==> config.mk <==
export PLATFORM = sky130hd
export DESIGN_NAME = mem_port_arbiter_flat
export DESIGN_NICKNAME = d
export VERILOG_FILES = /design/src/rtl/mem_port_arbiter_if.sv /design/src/rtl/mem_port_arbiter.sv /design/src/flat_wrapper.sv
export SDC_FILE = /design/constraint.sdc
export NUM_CORES = 1
export LEC_CHECK = 0
export ABC_CLOCK_PERIOD_IN_PS = 1500
export CORE_MARGIN = 10
export CORE_UTILIZATION = 37
export DETAILED_ROUTE_END_ITERATION = 10
export PLACE_DENSITY = 0.84
export SLEW_MARGIN = 20
export SYNTH_ARGS = -nofsm -noshare
export SYNTH_HDL_FRONTEND = slang
export SYNTH_SLANG_ARGS = --single-unit
==> constraint.sdc <==
create_clock -name clk -period 1.5 [get_ports clk]
set_clock_uncertainty 0.1 [all_clocks]
set_input_delay 0.45 -clock clk [delete_from_list [all_inputs] [get_ports clk]]
set_output_delay 0.45 -clock clk [all_outputs]
set_load 0.05 [all_outputs]
==> src/rtl/mem_port_arbiter_if.sv <==
// rtl/mem_port_arbiter_if.sv - requester and memory-side signals of the shared memory port
interface mem_port_arbiter_if;
    logic        i_req;
    logic [31:0] i_addr;
    logic        i_ack;
    logic        i_err;
    logic [31:0] i_rdata;
    logic        d_req;
    logic        d_rw;
    logic [31:0] d_addr;
    logic [31:0] d_wdata;
    logic        d_ack;
    logic        d_err;
    logic [31:0] d_rdata;
    logic        MOV;
    logic        RW;
    logic [31:0] mem_addr;
    logic [31:0] mem_wdata;
    logic        MOC;
    logic [31:0] DataOut;
    logic        busy;

    modport master (
        input  i_req, i_addr, d_req, d_rw, d_addr, d_wdata, MOC, DataOut,
        output i_ack, i_err, i_rdata, d_ack, d_err, d_rdata,
               MOV, RW, mem_addr, mem_wdata, busy
    );

    modport slave (
        output i_req, i_addr, d_req, d_rw, d_addr, d_wdata, MOC, DataOut,
        input  i_ack, i_err, i_rdata, d_ack, d_err, d_rdata,
               MOV, RW, mem_addr, mem_wdata, busy
    );
endinterface

==> src/rtl/mem_port_arbiter.sv <==
// rtl/mem_port_arbiter.sv - round-robin fetch/data arbiter for the single MOV/MOC memory port
module mem_port_arbiter #(
    parameter int TIMEOUT = 15,
    parameter int CNT_W   = 4
) (
    input  logic                 clk,
    input  logic                 reset,
    mem_port_arbiter_if.master   bus
);
    typedef enum logic [1:0] {IDLE, XFER, DONE} state_t;

    localparam logic [CNT_W-1:0] CNT_LAST = CNT_W'((TIMEOUT > 0) ? TIMEOUT - 1 : 0);

    state_t             state_q, state_d;
    logic [CNT_W-1:0]   cnt_q, cnt_d;
    logic               last_d_q, last_d_d;
    logic               gnt_d_q, gnt_d_d;
    logic               mis_q, mis_d;
    logic               mov_q, mov_d;
    logic               rw_q, rw_d;
    logic [31:0]        addr_q, addr_d;
    logic [31:0]        wdata_q, wdata_d;
    logic [31:0]        i_rdata_q, i_rdata_d;
    logic [31:0]        d_rdata_q, d_rdata_d;
    logic               i_ack_q, i_ack_d;
    logic               i_err_q, i_err_d;
    logic               d_ack_q, d_ack_d;
    logic               d_err_q, d_err_d;
    logic               busy_q, busy_d;
    logic               pick_d;
    logic [31:0]        sel_addr;

    always_comb begin
        state_d   = state_q;
        cnt_d     = '0;
        last_d_d  = last_d_q;
        gnt_d_d   = gnt_d_q;
        mis_d     = mis_q;
        mov_d     = mov_q;
        rw_d      = rw_q;
        addr_d    = addr_q;
        wdata_d   = wdata_q;
        i_rdata_d = i_rdata_q;
        d_rdata_d = d_rdata_q;
        i_ack_d   = 1'b0;
        i_err_d   = 1'b0;
        d_ack_d   = 1'b0;
        d_err_d   = 1'b0;
        pick_d    = bus.d_req && (!bus.i_req || !last_d_q);
        sel_addr  = pick_d ? bus.d_addr : bus.i_addr;

        case (state_q)
            IDLE: begin
                if (bus.i_req || bus.d_req) begin
                    gnt_d_d = pick_d;
                    addr_d  = sel_addr;
                    rw_d    = pick_d ? bus.d_rw : 1'b1;
                    wdata_d = pick_d ? bus.d_wdata : 32'h0;
                    // A misaligned grant spends its XFER cycle with MOV low, then errors.
                    mis_d   = (sel_addr[1:0] != 2'b00);
                    mov_d   = (sel_addr[1:0] == 2'b00);
                    state_d = XFER;
                end
            end
            XFER: begin
                if (mis_q) begin
                    i_err_d  = !gnt_d_q;
                    d_err_d  = gnt_d_q;
                    last_d_d = gnt_d_q;
                    mis_d    = 1'b0;
                    state_d  = DONE;
                end else if (bus.MOC) begin
                    i_ack_d  = !gnt_d_q;
                    d_ack_d  = gnt_d_q;
                    if (rw_q && !gnt_d_q) i_rdata_d = bus.DataOut;
                    if (rw_q &&  gnt_d_q) d_rdata_d = bus.DataOut;
                    mov_d    = 1'b0;
                    last_d_d = gnt_d_q;
                    state_d  = DONE;
                end else if ((TIMEOUT != 0) && (cnt_q == CNT_LAST)) begin
                    i_err_d  = !gnt_d_q;
                    d_err_d  = gnt_d_q;
                    mov_d    = 1'b0;
                    last_d_d = gnt_d_q;
                    state_d  = DONE;
                end else begin
                    cnt_d = cnt_q + 1'b1;
                end
            end
            DONE:    state_d = IDLE;
            default: state_d = IDLE;
        endcase

        busy_d = (state_d != IDLE);
    end

    always_ff @(posedge clk) begin
        if (!reset) begin
            state_q   <= IDLE;
            cnt_q     <= '0;
            last_d_q  <= 1'b1;
            gnt_d_q   <= 1'b0;
            mis_q     <= 1'b0;
            mov_q     <= 1'b0;
            rw_q      <= 1'b0;
            addr_q    <= '0;
            wdata_q   <= '0;
            i_rdata_q <= '0;
            d_rdata_q <= '0;
            i_ack_q   <= 1'b0;
            i_err_q   <= 1'b0;
            d_ack_q   <= 1'b0;
            d_err_q   <= 1'b0;
            busy_q    <= 1'b0;
        end else begin
            state_q   <= state_d;
            cnt_q     <= cnt_d;
            last_d_q  <= last_d_d;
            gnt_d_q   <= gnt_d_d;
            mis_q     <= mis_d;
            mov_q     <= mov_d;
            rw_q      <= rw_d;
            addr_q    <= addr_d;
            wdata_q   <= wdata_d;
            i_rdata_q <= i_rdata_d;
            d_rdata_q <= d_rdata_d;
            i_ack_q   <= i_ack_d;
            i_err_q   <= i_err_d;
            d_ack_q   <= d_ack_d;
            d_err_q   <= d_err_d;
            busy_q    <= busy_d;
        end
    end

    assign bus.MOV       = mov_q;
    assign bus.RW        = rw_q;
    assign bus.mem_addr  = addr_q;
    assign bus.mem_wdata = wdata_q;
    assign bus.i_rdata   = i_rdata_q;
    assign bus.d_rdata   = d_rdata_q;
    assign bus.i_ack     = i_ack_q;
    assign bus.i_err     = i_err_q;
    assign bus.d_ack     = d_ack_q;
    assign bus.d_err     = d_err_q;
    assign bus.busy      = busy_q;
endmodule

==> src/flat_wrapper.sv <==
// flat-port wrapper written by rule: the top's interface ports become plain ports
module mem_port_arbiter_flat 
#(
    parameter int TIMEOUT = 15,
    parameter int CNT_W   = 4
)
  (clk, reset, bus_i_req, bus_i_addr, bus_d_req, bus_d_rw, bus_d_addr, bus_d_wdata, bus_MOC, bus_DataOut, bus_i_ack, bus_i_err, bus_i_rdata, bus_d_ack, bus_d_err, bus_d_rdata, bus_MOV, bus_RW, bus_mem_addr, bus_mem_wdata, bus_busy);
  mem_port_arbiter_if bus_i ();
  input  logic clk;
  input  logic reset;
  input wire logic [$bits(bus_i.i_req)-1:0] bus_i_req;
  input wire logic [$bits(bus_i.i_addr)-1:0] bus_i_addr;
  input wire logic [$bits(bus_i.d_req)-1:0] bus_d_req;
  input wire logic [$bits(bus_i.d_rw)-1:0] bus_d_rw;
  input wire logic [$bits(bus_i.d_addr)-1:0] bus_d_addr;
  input wire logic [$bits(bus_i.d_wdata)-1:0] bus_d_wdata;
  input wire logic [$bits(bus_i.MOC)-1:0] bus_MOC;
  input wire logic [$bits(bus_i.DataOut)-1:0] bus_DataOut;
  output wire logic [$bits(bus_i.i_ack)-1:0] bus_i_ack;
  output wire logic [$bits(bus_i.i_err)-1:0] bus_i_err;
  output wire logic [$bits(bus_i.i_rdata)-1:0] bus_i_rdata;
  output wire logic [$bits(bus_i.d_ack)-1:0] bus_d_ack;
  output wire logic [$bits(bus_i.d_err)-1:0] bus_d_err;
  output wire logic [$bits(bus_i.d_rdata)-1:0] bus_d_rdata;
  output wire logic [$bits(bus_i.MOV)-1:0] bus_MOV;
  output wire logic [$bits(bus_i.RW)-1:0] bus_RW;
  output wire logic [$bits(bus_i.mem_addr)-1:0] bus_mem_addr;
  output wire logic [$bits(bus_i.mem_wdata)-1:0] bus_mem_wdata;
  output wire logic [$bits(bus_i.busy)-1:0] bus_busy;
  assign bus_i.i_req = bus_i_req;
  assign bus_i.i_addr = bus_i_addr;
  assign bus_i.d_req = bus_d_req;
  assign bus_i.d_rw = bus_d_rw;
  assign bus_i.d_addr = bus_d_addr;
  assign bus_i.d_wdata = bus_d_wdata;
  assign bus_i.MOC = bus_MOC;
  assign bus_i.DataOut = bus_DataOut;
  assign bus_i_ack = bus_i.i_ack;
  assign bus_i_err = bus_i.i_err;
  assign bus_i_rdata = bus_i.i_rdata;
  assign bus_d_ack = bus_i.d_ack;
  assign bus_d_err = bus_i.d_err;
  assign bus_d_rdata = bus_i.d_rdata;
  assign bus_MOV = bus_i.MOV;
  assign bus_RW = bus_i.RW;
  assign bus_mem_addr = bus_i.mem_addr;
  assign bus_mem_wdata = bus_i.mem_wdata;
  assign bus_busy = bus_i.busy;
  mem_port_arbiter #(.TIMEOUT(TIMEOUT), .CNT_W(CNT_W)) u_core (.clk(clk), .reset(reset), .bus(bus_i));
endmodule
======== Yosys cells after proc, flatten, opt, wreduce, memory -nomap -nowiden ========
Index checks and enable logic that the tools add are counted.
word-level totals
  bits of input ports ..................... 134
  bits in registers ....................... 144
  memories ................................ 0
  bits in writable memories ............... 0
  logic and storage cells ................. 73
  latch bits .............................. 0
  ROM bits ................................ 0
operators by class
  div/mod/pow operators ................... 0
  magnitude comparators ................... 0
  eq/ne operators ......................... 5
  add/subtract/negate cells ............... 1
  reductions and logical operators ........ 23
  muxes and demuxes ....................... 24
  bitwise gates (word level) .............. 4
  shift-type cells ........................ 0
  multipliers ............................. 0
operator list
  cell                                                                     count
  32-bit two-way mux                                                       2
  1-bit two-way mux                                                        15
  4-bit AND reduction                                                      3
  2-bit two-way mux                                                        4
  2-bit AND reduction                                                      4
  2-bit nonzero test                                                       3
  5-bit OR reduction                                                       1
  4-bit by 1-bit adder with 4-bit output, second input constant            1
  4-bit == test, second input constant                                     1
  2-bit logical NOT                                                        2
  1-bit NOT                                                                4
  1-bit one-hot mux with 2 select lines                                    2
  2-bit one-hot mux with 2 select lines                                    1
  4-bit OR reduction                                                       1
  1-bit logical AND                                                        3
  1-bit logical NOT                                                        3
  3-bit by 2-bit inequality test with 1-bit output, second input constant  1
  3-bit nonzero test                                                       1
  2-bit by 1-bit == test with 1-bit output, second input constant          1
  1-bit logical OR                                                         2
  2-bit by 1-bit inequality test with 1-bit output, second input constant  1
  2-bit inequality test, second input constant                             1

======== Depth between registers and ports, before layout ========
Gate-level depths: netlist of run 1.
  depth in word-level cells ............... 7
  depth in mapped cells ................... 6

======== Worst setup path before layout of run 1 ========
No wires, ideal clock.
  path kind ............................... reg-to-reg
  start ................................... register u_core.rw_q (netlist: u_core.bus.RW)
  end ..................................... register u_core.d_rdata_q[0] (netlist: u_core.bus.d_rdata[0])
  slack ................................... -0.456 ns
  cell stages (with the launch flop) ...... 6
  clock period less this slack ............ 1.956 ns
  library setup time ...................... 0.120 ns
  arrival time ............................ 1.736 ns
  path through ............................ dfxtp_1 -> clkinv_1 -> or4_1 -> buf_2 -> buf_6 -> mux2i_1
on the way
  word-level cells in the longest chain between the ends .. 2
RTL lines
  element                        line                     text
  start, declared                mem_port_arbiter.sv:20   logic rw_q, rw_d;
  start signal, assigned         mem_port_arbiter.sv:122  rw_q <= rw_d;
  1-bit logical AND              mem_port_arbiter.sv:76   if (rw_q && gnt_d_q) d_rdata_d = bus.DataOut;
  4-bit AND reduction (no line)  n/a
  end signal, assigned           mem_port_arbiter.sv:126  d_rdata_q <= d_rdata_d;
  end, declared                  mem_port_arbiter.sv:24   logic [31:0] d_rdata_q, d_rdata_d;
No other way between the ends.
A chain may end at the register's enable or synchronous reset.

======== Worst setup path in the final report of run 1 ========
  start ................................... register u_core.mis_q
  end ..................................... register u_core.d_rdata_q[18] (netlist: u_core.bus.d_rdata[18])
on the way
  word-level cells in the longest chain between the ends .. 2
RTL lines
  element                        line                     text
  start, declared                mem_port_arbiter.sv:18   logic mis_q, mis_d;
  start signal, assigned         mem_port_arbiter.sv:120  mis_q <= mis_d;
  1-bit NOT (no line)            n/a
  4-bit AND reduction (no line)  n/a
No other way between the ends.

==> run summary, run 1 <==
The run finished, with violations left. The checks that failed: negative setup slack. The path class of the tightest hold or removal check is in2reg.

The number of diodes came out at 0. The total wirelength of the detailed-routed design is 27.2 mm. The signal on the critical path passes through nand2b_4 -> or4_4 -> buf_16 -> mux2i_1. The register-to-register path setup slack is -0.21 ns. After global routing the overflow that remains totals 0. The mean area per synthesized cell came out at 9.39 um2.

The top achievable clock speed is 0.586 GHz. Net switching is about a third of the power. The hold violation count in the final report is 0. The tree is rooted in a sky130_fd_sc_hd__clkbuf_16. Across all hold checks on the routed design, the worst slack comes to 0.257 ns. Yosys printed 0 warnings. The worst hold path terminates at u_core.last_d_q.

The internal power is 8100 uW. The HPWL after detailed placement is 16.2 mm. The count of pins over their slew limit was 0.

Before antenna repair, the detailed router went through 5 iterations. The net count of the mapped netlist is 744. The clock sink total is 144. Among cell families on the critical path, the largest total delay comes from simple AND/OR/NAND/NOR gates. The count of nets left with antenna violations after detail routing came out at 0. In this run the horizontal extent of the chip is 144 um.

The tool flagged a number of max-cap violations equal to 0. The most used flip-flop cell after synthesis is sky130_fd_sc_hd__dfxtp_1. The cell type of the slowest stage on the worst timing path is sky130_fd_sc_hd__or4_4.

The DRC violations left is 0. In this run the critical register-to-register path is launched from u_core.mis_q. The maximum net fanout on the critical path came out at 16.

The footprint of the multi-input gates came out at 3020 um2. The worst setup slack after layout is -0.206 ns. In this run the critical register-to-register path is captured at u_core.bus.d_rdata[18]. The total of flip-flops plus latches after synthesis came out at 144. The area taken by flip-flops and latches came out at 3110 um2. The largest net degree at the start of global routing came out at 50.

The number of unique standard cell types used by synthesis is 36. Leaving out fill and tap cells, the most frequent cell in the layout is sky130_fd_sc_hd__buf_12. Dividing the detail-routed wire length by the instance count gives 24.6 um. The wire length of the first global-routing pass came out at 35.9 mm. From bottom edge to top edge, the die measures around 140 um. The synthesized design contains 0 enable-type register cells. Setup repair after global routing could not meet its margin everywhere. The worst-case IR drop observed on VDD is 0.000840 V. STA classifies the critical path endpoint as a flop.

The number of rows created at floorplan is 45. In this run, the number of DRC markers left after iteration 0 of detailed routing was between 300 and 400. The net switching component of the power is 3710 uW.

The number of standard cells after synthesis came out at 608. The number of antenna violations at the first check in global routing is 1. The hold path depth is 2. The count of buffers inserted at the top-level ports came out at 268. In this run the tightest slew margin relative to its limit is 78.2%. The worst setup path is of the reg2reg kind. Setup violations remaining at the end of the flow were counted as 69. The buffering stage count on the worst path with inverters included is 1. Clock-pin slew was measured on the worst setup and hold paths at around 0.06 ns.

The data arrival time of the critical path is 1.92 ns. The final total power is 11800 uW. The combinational group share of total power is about 31%. In this run the worst setup path begins at u_core.mis_q. The proportion of synthesized flip-flops having asynchronous set or reset came out at 0%. The boundary pin count came out at about 270. After detailed routing, the number of vias per cell comes to ~5.5. The final RePlAce weighted congestion is 0.801.

The clock share of power is 32.4%. The sequential fraction of the synthesis area came out at 50.5%. The number of levels the H-tree was split into is 4. The detailed router placed 6133 vias in this run. The clock passes through at most 2 buffers.

The area enclosed by the die boundary came out at a little over 20000 um2. The netlist area before placement is approximately 5700 um2. The clock latency on the worst-skew pair is 0.41 ns. The final-layout fill cell count is 787. The required time at the endpoint of the critical path is 1.72 ns. The transition time of the tightest slew-check pin came out at 0.317 ns. The category of the worst setup path launch point is a flop.

The startpoint identified for the worst hold timing path is reset. The via count of the first global-routing pass came to 6184. The number of cell instances on the worst register-to-register path came out at 4.

The portion of the clock cycle consumed by the worst path in the final layout is 114%. The worst setup slack before clock tree synthesis is -0.708 ns. The number of nets in the layout is ~1000. The shortest period the worst path allows is 1.71 ns.

The share of layout cells above drive strength 1 came out at 49.5%. The initial core utilization is about 38%. On the worst path, the slowest cell contributes a delay of 0.60 ns.

The area of the core region came out at between 15000 and 20000 um2. Counting the buffers created by CTS gives 17. The area growth from synthesis to layout is 109%.

For this run, the total global-route usage over all layers was measured as 22.7%. TritonCTS built the clock tree. The areal power density over the cells came out at 988 nW/um2.

The library cells used most frequently in the layout, excluding fill and tap cells, are 152 x sky130_fd_sc_hd__buf_12, 129 x sky130_fd_sc_hd__clkdlybuf4s50_1, 115 x sky130_fd_sc_hd__dfxtp_2. The total leakage power is 0.00465 uW. Sequential cells burn between 30% and 40% of the power.
==> layout make-up <==
| type | instances | share of cell area (%) |
|---|---|---|
| inverters | 5 | 0.199 |
| well taps | 188 | 1.97 |
| clock inverters | 9 | 0.513 |
| multi-input cells | 401 | 25.2 |
| clock buffers | 21 | 3.85 |
| flip-flops and latches | 144 | 26.0 |
| repair buffers | 338 | 42.3 |
==> kinds of logic (layout without fill, tap and decap cells) <==
family | Yosys count | in the layout | share of synthesized area [%]
compound gates | 140 | 140 | 14.2
xor+xnor | 2 | 2 | 0.307
fa+ha+maj | 2 | 2 | 0.438
buf+inv | 63 | 373 | 4.93
flops | 144 | 144 | 50.5
mux | 97 | 97 | 17.0
simple gates | 160 | 160 | 12.6
==> flip-flops by register name (all words and copies together), names as in the netlist, 2 cells and up <==
register,flops
u_core.bus.d_rdata,32
u_core.cnt_q,4
u_core.bus.mem_wdata,32
u_core.state_q,2
u_core.bus.mem_addr,32
u_core.bus.i_rdata,32
==> per-layer routing <==
metal | track usage (%) | up-vias | wire [um]
met5 | 0 | - | 7
met4 | 5.80 | 2 | 612
met3 | 11.7 | 49 | 3420
met2 | 38.8 | 394 | 13700
met1 | 24.2 | 2933 | 9450
li1 | - | 2755 | -
==> worst max-delay path by stage <==
stage	endpoint	slack (ns)	cells after the start
4_1_cts	u_core.bus.d_rdata[13]	-0.18	4
6_report	u_core.bus.d_rdata[18]	-0.21	4
2_1_floorplan	u_core.bus.d_rdata[0]	-0.12	5
5_1_grt	u_core.bus.d_rdata[18]	-0.22	4
3_3_place_gp	u_core.bus.MOV	-0.64	6
3_5_place_dp	u_core.bus.MOV	-0.71	6
==> timing repair <==
| item | CTS | global route |
|---|---|---|
| gates cloned | 11 | 7 |
| endpoints found under the setup margin | 254 | 166 |
| setup buffers | 8 | 7 |
| hold buffers | 0 | 0 |
| gates resized for setup | 150 | 131 |
| pin swaps | 14 | 105 |
==> Yosys cell counts (2+ instances only) <==
cell type	n	area share [%]
sky130_fd_sc_hd__dfxtp_1	144	51
sky130_fd_sc_hd__nand2_1	100	6.6
sky130_fd_sc_hd__mux2i_1	97	17
sky130_fd_sc_hd__a21oi_1	65	5.7
sky130_fd_sc_hd__clkbuf_1	41	2.7
sky130_fd_sc_hd__o21ai_0	34	3.0
sky130_fd_sc_hd__a211oi_1	32	4.2
sky130_fd_sc_hd__nand4_1	32	3.5
sky130_fd_sc_hd__nor2_1	12	0.79
sky130_fd_sc_hd__buf_2	6	0.53
sky130_fd_sc_hd__nand3_1	5	0.44
sky130_fd_sc_hd__buf_1	4	0.26
sky130_fd_sc_hd__buf_4	4	0.53
sky130_fd_sc_hd__nor3_1	4	0.35
sky130_fd_sc_hd__buf_6	3	0.59
sky130_fd_sc_hd__inv_1	3	0.20
sky130_fd_sc_hd__ha_1	2	0.44
sky130_fd_sc_hd__nand2b_1	2	0.22
==> worst register-to-register path, stage by stage, from the launching register on <==
cell and delay, ns:
sky130_fd_sc_hd__dfxtp_2 0.33, sky130_fd_sc_hd__nand2b_4 0.15, sky130_fd_sc_hd__or4_4 0.60, sky130_fd_sc_hd__buf_16 0.22, sky130_fd_sc_hd__mux2i_1 0.22
==> power groups by stage <==
stage	clock network, uW	registers [uW]	logic, uW
global route	4050	4340	3800
global placement	0	4320	2870
floorplan	0	4880	704
finish	3830	4320	3660
detailed placement	0	4330	2920
CTS	3830	4280	3210
==> per-stage QoR <==
stage / TNS [ns] / std cells / utilization, % / instance area, um2
after floorplan: -6.35 / 608 / - / 5770
after global placement: -74.58 / 1048 / 67.6 / 10200
after detailed placement: -79.92 / 1048 / 67.6 / 10200
after CTS: -5.96 / 1096 / 74.9 / 11300
after global routing: -10.30 / 1106 / 79.0 / 12000
final: -5.38 / 1106 / 79.0 / 12000
No activity file was read; power rests on OpenSTA's default activity.
==> run 2: changes to the inputs <==
--- a/config.mk
+++ b/config.mk
@@ -6,7 +6,7 @@
 export NUM_CORES = 1
 export LEC_CHECK = 0
 export ABC_CLOCK_PERIOD_IN_PS = 1500
-export CORE_MARGIN = 10
+export CORE_MARGIN = 2
 export CORE_UTILIZATION = 37
 export DETAILED_ROUTE_END_ITERATION = 10
 export PLACE_DENSITY = 0.84
==> run 2 against run 1 <==
The run still ends with negative setup slack left. Setup slack better by 0.037 ns. Largest cell class unchanged. Critical path depth unchanged. Utilization down 3.9 points. Sequential cell count unchanged. Hold slack better by 0.063 ns.
==> run summary, run 2 (synthesis gave the netlist of run 1 again) <==
Relative to the synthesized area, the layout overhead comes to 99.2%. The number of diodes came out at 0 (unchanged). The final RePlAce weighted congestion came out at 0.798 (-0.45%). The number of rows created at floorplan is 45 (unchanged). The portion of the clock cycle consumed by the worst path in the final layout came to 111% (-2.5 points). The final-layout fill cell count came out at 873 (+11%). The via count of the first global-routing pass came out at 6077 (-1.7%). The total wirelength of the detailed-routed design is 21.5 mm (-21%).

The CTS tree is built. The number of buffers on the longest clock path is 2 (unchanged). The total cell area at the placement stage is 10300 um2 (+0.17%). The half-perimeter wire length after detailed placement was 14.4 mm (-11%). The wire length of the first global-routing pass came out at 32.7 mm (-8.9%). The post-layout instance count excluding filler cells came to 1093 (-1.2%). The worst setup path is of the reg2reg kind. The cell area after layout is 11400 um2 (-4.9%). The number of vias per cell came to 5.46 (-1.6%). Setup repair after global routing could not meet its margin everywhere. The top achievable clock speed is 0.599 GHz (+2.2%). The clock sink total came out at 144 (unchanged). The areal power density over the cells is 1020 nW/um2 (+3.1%). The clock-pin slew reported for the worst setup and hold paths after clock tree synthesis came out at 0.06 ns (about the same). The flow ran to the end, but the final reports show violations. The area of the core region came to 15100 um2 (unchanged).

The area enclosed by the die boundary came out at 16400 um2 (-21%). The number of iterations in the first detailed-routing pass came to 5 (unchanged). The endpoint class of the critical path is a flop. Clock tree synthesis selected as its root buffer the cell sky130_fd_sc_hd__clkbuf_16.

The wire length per cell is 19.6 um (-20%). The worst setup path is launched from a flop. The worst setup slack after layout came out at -0.169 ns (+0.0373 ns). The transition time of the tightest slew-check pin is 0.328 ns (+0.0105 ns). The maximum vdd drop is 0.000671 V (-20%). The largest net degree at the start of global routing came to 56 (+12%). The max-cap check violation count is 0 (unchanged).

The worst slew slack as a fraction of its limit came out at 78.1% (-0.093 points). The maximum net fanout on the critical path was 8 (-8). The clock latency on the worst-skew pair was 0.41 ns (about the same). The post-route setup TNS came out at -5.23 ns (+0.154 ns). The count of buffers inserted at the top-level ports came out at 268 (unchanged).

The count of nets left with antenna violations after detail routing came out at 0 (unchanged). The number of vias in the routed layout came out at 5965 (-2.7%). In the layout the commonest cells are 152 x sky130_fd_sc_hd__buf_12, 129 x sky130_fd_sc_hd__clkdlybuf4s50_1, 125 x sky130_fd_sc_hd__dfxtp_2. The cts-stage hold buffer count is 0 (unchanged). The number of levels the H-tree was split into was 4 (unchanged). The first-iteration detailed-routing DRC count came out at 344 (-3.4%). The shortest period the worst path allows came out at 1.67 ns (-0.0373 ns). The data arrival time of the critical path came out at 1.86 ns (-0.06 ns).

The required time at the endpoint of the critical path came out at 1.69 ns (-0.03 ns). The initial core utilization is 37.7% (unchanged). The die outline height is 128 um (-11%). The number of nets in the layout came out at 1028 (-1.4%).

The TritonCTS buffer count came out at 17 (unchanged). The DRC violations left is 0 (unchanged). The total global routing track utilization is 25.8% (+3.2 points).

The library cell used most frequently in the layout, excluding fill and tap cells, is sky130_fd_sc_hd__buf_12. The final reports fail on negative setup slack. The share of layout cells above drive strength 1 is 42.3% (-7.1 points). The total leakage power came out at 0.00449 uW (-3.6%).

The hold violation count in the final report came out at 0 (unchanged). The remaining global-route overflow came out at 0 (unchanged). The boundary pin count is 269 (unchanged). The die extent in x came out at 128 um (-11%). The cell count after placement is 1049 (+0.095%).

The number of antenna violations at the first check in global routing is 0 (-1). The count of pins over their slew limit is 0 (unchanged). In this run the worst hold path is classified as in2reg.

The final setup violation count is 66 (-4.3%).
## run 2: critical path, cell delays in order (launching register included)
cell and delay (ns):
sky130_fd_sc_hd__dfxtp_2 0.35, sky130_fd_sc_hd__nand2b_1 0.17, sky130_fd_sc_hd__or4_4 0.53, sky130_fd_sc_hd__buf_16 0.20, sky130_fd_sc_hd__mux2i_4 0.19
## run 2: per-layer routing
layer  GRT usage [%]  part of all wire [%]  vias up  wire [um]
met5               0                     0        -          0
met3            8.43                   8.6       47       1850
met1            27.5                    36     2829       7690
met2            47.1                    52      348      11300
met4            10.2                   3.2        0        683
li1                -                     -     2741          -
## run 2: layout make-up
type                       count  area, um2  share of cell area [%]
clock buffer                  19        443                    3.90
clock inverter                13        135                    1.19
inverter                       5       23.8                   0.209
multi-input combinational    401       2700                    23.7
sequential                   144       3070                    27.0
tap                          188        235                    2.07
timing repair buffer         323       4770                    41.9
## run 2: final timing paths
| check | from | to | slack [ns] | cells past startpoint |
|---|---|---|---|---|
| worst min-delay path | reset | u_core.last_d_q | 0.32 | 2 |
| worst max register to register | u_core.state_q[1] | u_core.bus.d_rdata[1] | -0.17 | 4 |
| worst max-delay path | u_core.state_q[1] | u_core.bus.d_rdata[1] | -0.17 | 4 |
| worst min register to register | u_core.bus.i_rdata[2] | u_core.bus.i_rdata[2] | 0.38 | 2 |
## run 2: timing repair
action	4_1_cts	5_1_grt
setup endpoints to repair	259	143
cloned	5	2
buffers inserted	5	3
pin swaps	2	4
resized for setup	143	45
## run 2: stage by stage
stage / hold WS, ns / setup WS [ns] / utilization [%] / total power, uW
after global placement: 0.380 / -0.638 / 67.7 / 7190
final: 0.320 / -0.169 / 75.1 / 11600
after global routing: 0.304 / -0.182 / 75.1 / 12000
after floorplan: 0.330 / -0.119 / - / 5590
after CTS: 0.271 / -0.185 / 74.2 / 11500
after detailed placement: 0.386 / -0.669 / 67.7 / 7240
## run 2: power by group
group          internal [uW]  switching [uW]
registers               4070             222
logic                   1560            1540
clock network           2500            1690
==> run 3: changes to the inputs <==
--- a/config.mk
+++ b/config.mk
@@ -5,9 +5,10 @@
 export SDC_FILE = /design/constraint.sdc
 export NUM_CORES = 1
 export LEC_CHECK = 0
+export ABC_AREA = 1
 export ABC_CLOCK_PERIOD_IN_PS = 1500
 export CORE_MARGIN = 2
-export CORE_UTILIZATION = 37
+export CORE_UTILIZATION = 36
 export DETAILED_ROUTE_END_ITERATION = 10
 export PLACE_DENSITY = 0.84
 export SLEW_MARGIN = 20
==> run 3 against run 2 <==
The run now ends clean. Sequential power grew 0.9%. Routed wire length is 4.0% lower. Register-to-register slack better by 0.21 ns. Via count grew 1.7%. Utilization grew 0.088 points. Die area shrank 4.3%.
==> run summary, run 3 <==
The number of diodes is 0 (unchanged). CTS placed an instance of sky130_fd_sc_hd__clkbuf_16 at the clock tree root. The most used flip-flop cell after synthesis is sky130_fd_sc_hd__dfxtp_1.

The initial core utilization is 36.7% (-1.0 points). The critical path ends at bus_d_rdata[23]. The count of buffers inserted at the top-level ports came out at 268 (unchanged). The commonest cells after synthesis are 145 x sky130_fd_sc_hd__nand2_1, 144 x sky130_fd_sc_hd__dfxtp_1, 142 x sky130_fd_sc_hd__nor2_1. The worst slew slack as a fraction of its limit is 77.8% (-0.37 points).

Setup repair after global routing could not meet its margin everywhere. The worst setup path is launched from a flop. The number of cell instances on the worst register-to-register path was 8 (+4). The dominant delay contributor by cell family on the critical path is flip-flops.

The via count of the first global-routing pass is 6115 (+0.63%). The number of levels the H-tree was split into is 4 (unchanged). The share of layout cells above drive strength 1 is 37.8% (-4.5 points).

The number of rows created at floorplan came to 44 (-2.2%). The count of pins over their slew limit came to 0 (unchanged). The half-perimeter wire length after detailed placement came out at 13.9 mm (-3.8%). The wire length per cell is 17.6 um (-10%). The DRC violations left came to 0 (unchanged). The netlist area before placement is 5310 um2 (-7.0%). The net switching component of the power was 3450 uW (about the same). The register-to-register path setup slack came out at 0.04 ns (+0.21 ns). By area the synthesized netlist is led by sky130_fd_sc_hd__dfxtp_1 54%, sky130_fd_sc_hd__nand2_1 10%, sky130_fd_sc_hd__nor2_1 10%. In this run the critical register-to-register path is launched from u_core.state_q[1]. The number of unique standard cell types used by synthesis is 28 (-22%).

The number of buffers on the longest clock path is 2 (unchanged). The number of nets in the layout is 1110 (+8.0%). The total wirelength of the detailed-routed design is 20.6 mm (-4.0%). The share of the core filled with cells was 75.2% (+0.088 points). The number of stages on the worst setup path is 1 (-3). The synthesized design spends more area on one cell type than any other, namely sky130_fd_sc_hd__dfxtp_1. TritonCTS built the clock tree. Leaving out fill and tap cells, the most frequent cells in the layout are 148 x sky130_fd_sc_hd__buf_12, 142 x sky130_fd_sc_hd__nand2_1, 136 x sky130_fd_sc_hd__nor2_1. The shortest period the worst path allows is 1.49 ns (-0.181 ns).

The portion of the clock cycle consumed by the worst path in the final layout came to 99.2% (-12 points). The clock latency on the worst-skew pair is 0.42 ns (about the same). The net count of the mapped netlist came out at 822 (+10%). The proportion of synthesized flip-flops having asynchronous set or reset came out at 0% (unchanged). The clock-pin slew reported for the worst setup and hold paths after clock tree synthesis came out at 0.06 ns (about the same). The max-cap check violation count came out at 0 (unchanged). The worst setup slack after layout was 0.0115 ns (+0.181 ns). The remaining global-route overflow was 0 (unchanged). STA classifies the critical path endpoint as a primary output. The required time at the endpoint of the critical path is 0.95 ns (-0.74 ns).

The cell area after layout came out at 10900 um2 (-4.3%). In the post-synthesis netlist, the cell with the most instances is sky130_fd_sc_hd__nand2_1. The number of flops mapped to enable cells by yosys is 0 (unchanged). The number of antenna violations at the first check in global routing is 0 (unchanged).

The origin of the worst min-delay path is u_core.cnt_q[0]. The TritonCTS buffer count came to 17 (unchanged). The total of flip-flops plus latches after synthesis came out at 144 (unchanged). The number of iterations in the first detailed-routing pass came to 7 (+2).

The clock sink total was 144 (unchanged). The combinational group share of total power is 25.2% (-1.6 points). The total leakage power is 0.00430 uW (-4.1%).

The sequential share of power is 36.0% (-1.1 points). The post-layout instance count excluding filler cells is 1171 (+7.1%). The transition time of the tightest slew-check pin is 0.332 ns (+0.00438 ns). The maximum vdd drop came to 0.000810 V (+21%). The switching share of power was 28.7% (-1.2 points). The post-route setup TNS is 0 ns (+5.23 ns). The share of the synthesized area in the top cell type was 54.3% (+3.8 points). The clock share of power came out at 38.8% (+2.6 points). The wire length of the first global-routing pass is 31.2 mm (-4.8%). The mean area per synthesized cell is 7.74 um2 (-18%). The total global routing track utilization came out at 25.1% (-0.77 points). The critical path class is reg2out. The internal power came out at 8590 uW (+5.7%). The kind of path behind the tightest hold check is reg2reg. The die extent in x came out at 125 um (-2.1%).

The largest net degree at the start of global routing came to 43 (-23%). The buffering stage count on the worst path with inverters included came out at 1 (unchanged). The flow ran to the end, and the final reports show no timing, DRC or antenna violations. The sequential fraction of the synthesis area is 54.3% (+3.8 points). The biggest cell delay along the critical path is 0.38 ns (-0.15 ns). The number of vias in the routed layout came to 6068 (+1.7%).

The cts-stage hold buffer count came out at 0 (unchanged). The boundary pin count was 269 (unchanged). The top achievable clock speed came out at 0.672 GHz (+12%).

The first-iteration detailed-routing DRC count came out at 438 (+27%). The number of vias per cell is 5.18 (-5.0%). The final-layout fill cell count came out at 896 (+2.6%).

The total cell area at the placement stage is 9710 um2 (-5.3%). The die outline height came to 125 um (-2.1%). The area enclosed by the die boundary came to 15700 um2 (-4.3%). The library cell used most frequently in the layout, excluding fill and tap cells, is sky130_fd_sc_hd__buf_12. The yosys synthesis warning count came to 0 (unchanged).

The area growth from synthesis to layout is 105%. The areal power density over the cells came out at 1110 nW/um2 (+8.7%). The capturing point of the worst reg2reg path is u_core.bus.d_rdata[18].

The final setup violation count came to 0 (-100%). The data arrival time of the critical path came out at 0.94 ns (-0.92 ns). The area of the core region was 14500 um2 (-4.4%). The number of standard cells after synthesis came out at 686 (+13%). The final RePlAce weighted congestion came out at 0.856 (+7.4%). The maximum net fanout on the critical path is 2 (-6).

Walking the worst path, the cells encountered are buf_12. The count of nets left with antenna violations after detail routing came out at 0 (unchanged). The cell count after placement came to 1125 (+7.2%). The hold violation count in the final report is 0 (unchanged). The worst setup slack before clock tree synthesis is -0.599 ns (+0.0703 ns).

The cell type of the slowest stage on the worst timing path is sky130_fd_sc_hd__dfxtp_4. The most critical setup path has its startpoint at u_core.bus.d_rdata[23].
-- run 3: repair_timing --
action                                  4_1_cts  5_1_grt
pin swaps                                     6        3
cloned                                        3        2
endpoints found under the setup margin      247      108
buffers inserted                              4        5
gates resized for setup                     160       33
-- run 3: stage by stage --
stage / hold slack [ns] / total power (uW)
floorplan: 0.330 / 5580
global placement: 0.342 / 7130
detailed placement: 0.361 / 7190
CTS: 0.374 / 12000
global route: 0.394 / 12500
finish: 0.369 / 12000
-- run 3: logic make-up after synthesis --
logic type	Yosys count	share of synthesized area (%)
flops	144	54.3
fa+ha+maj	2	0.471
compound gates	166	16.5
xor+xnor	2	0.330
simple gates	304	22.5
buf+inv	68	5.94
-- run 3: cell type report --
type,instances,area (um2),share of cell area [%]
clock buffers,20,447,4.10
multi-input cells,474,2190,20.1
flip-flops and latches,144,3080,28.3
well taps,184,230,2.12
inverters,23,98.8,0.908
clock inverters,12,204,1.87
repair buffers,314,4640,42.6
-- run 3: layer usage --
layer | GRT usage (%) | up-vias | part of all wire (%)
li1 | - | 2815 | -
met1 | 26.9 | 2830 | 37
met2 | 45.2 | 360 | 51
met3 | 7.23 | 63 | 7.7
met4 | 12.0 | 0 | 3.9
met5 | 0 | - | 0
-- run 3: how the worst min path moves through the flow --
stage	to	slack, ns	cells past startpoint
3_5_place_dp	u_core.cnt_q[0]	0.36	1
4_1_cts	u_core.cnt_q[0]	0.37	1
5_1_grt	u_core.bus.mem_wdata[20]	0.39	2
6_report	u_core.cnt_q[0]	0.37	1
2_1_floorplan	u_core.cnt_q[0]	0.33	1
3_3_place_gp	u_core.cnt_q[0]	0.34	1
-- run 3: power by group through the flow --
stage | logic (uW) | clock network (uW) | registers, uW
detailed placement | 2810 | 0 | 4380
global placement | 2770 | 0 | 4360
floorplan | 607 | 0 | 4970
finish | 3040 | 4670 | 4330
CTS | 2950 | 4720 | 4330
global route | 3190 | 4910 | 4350
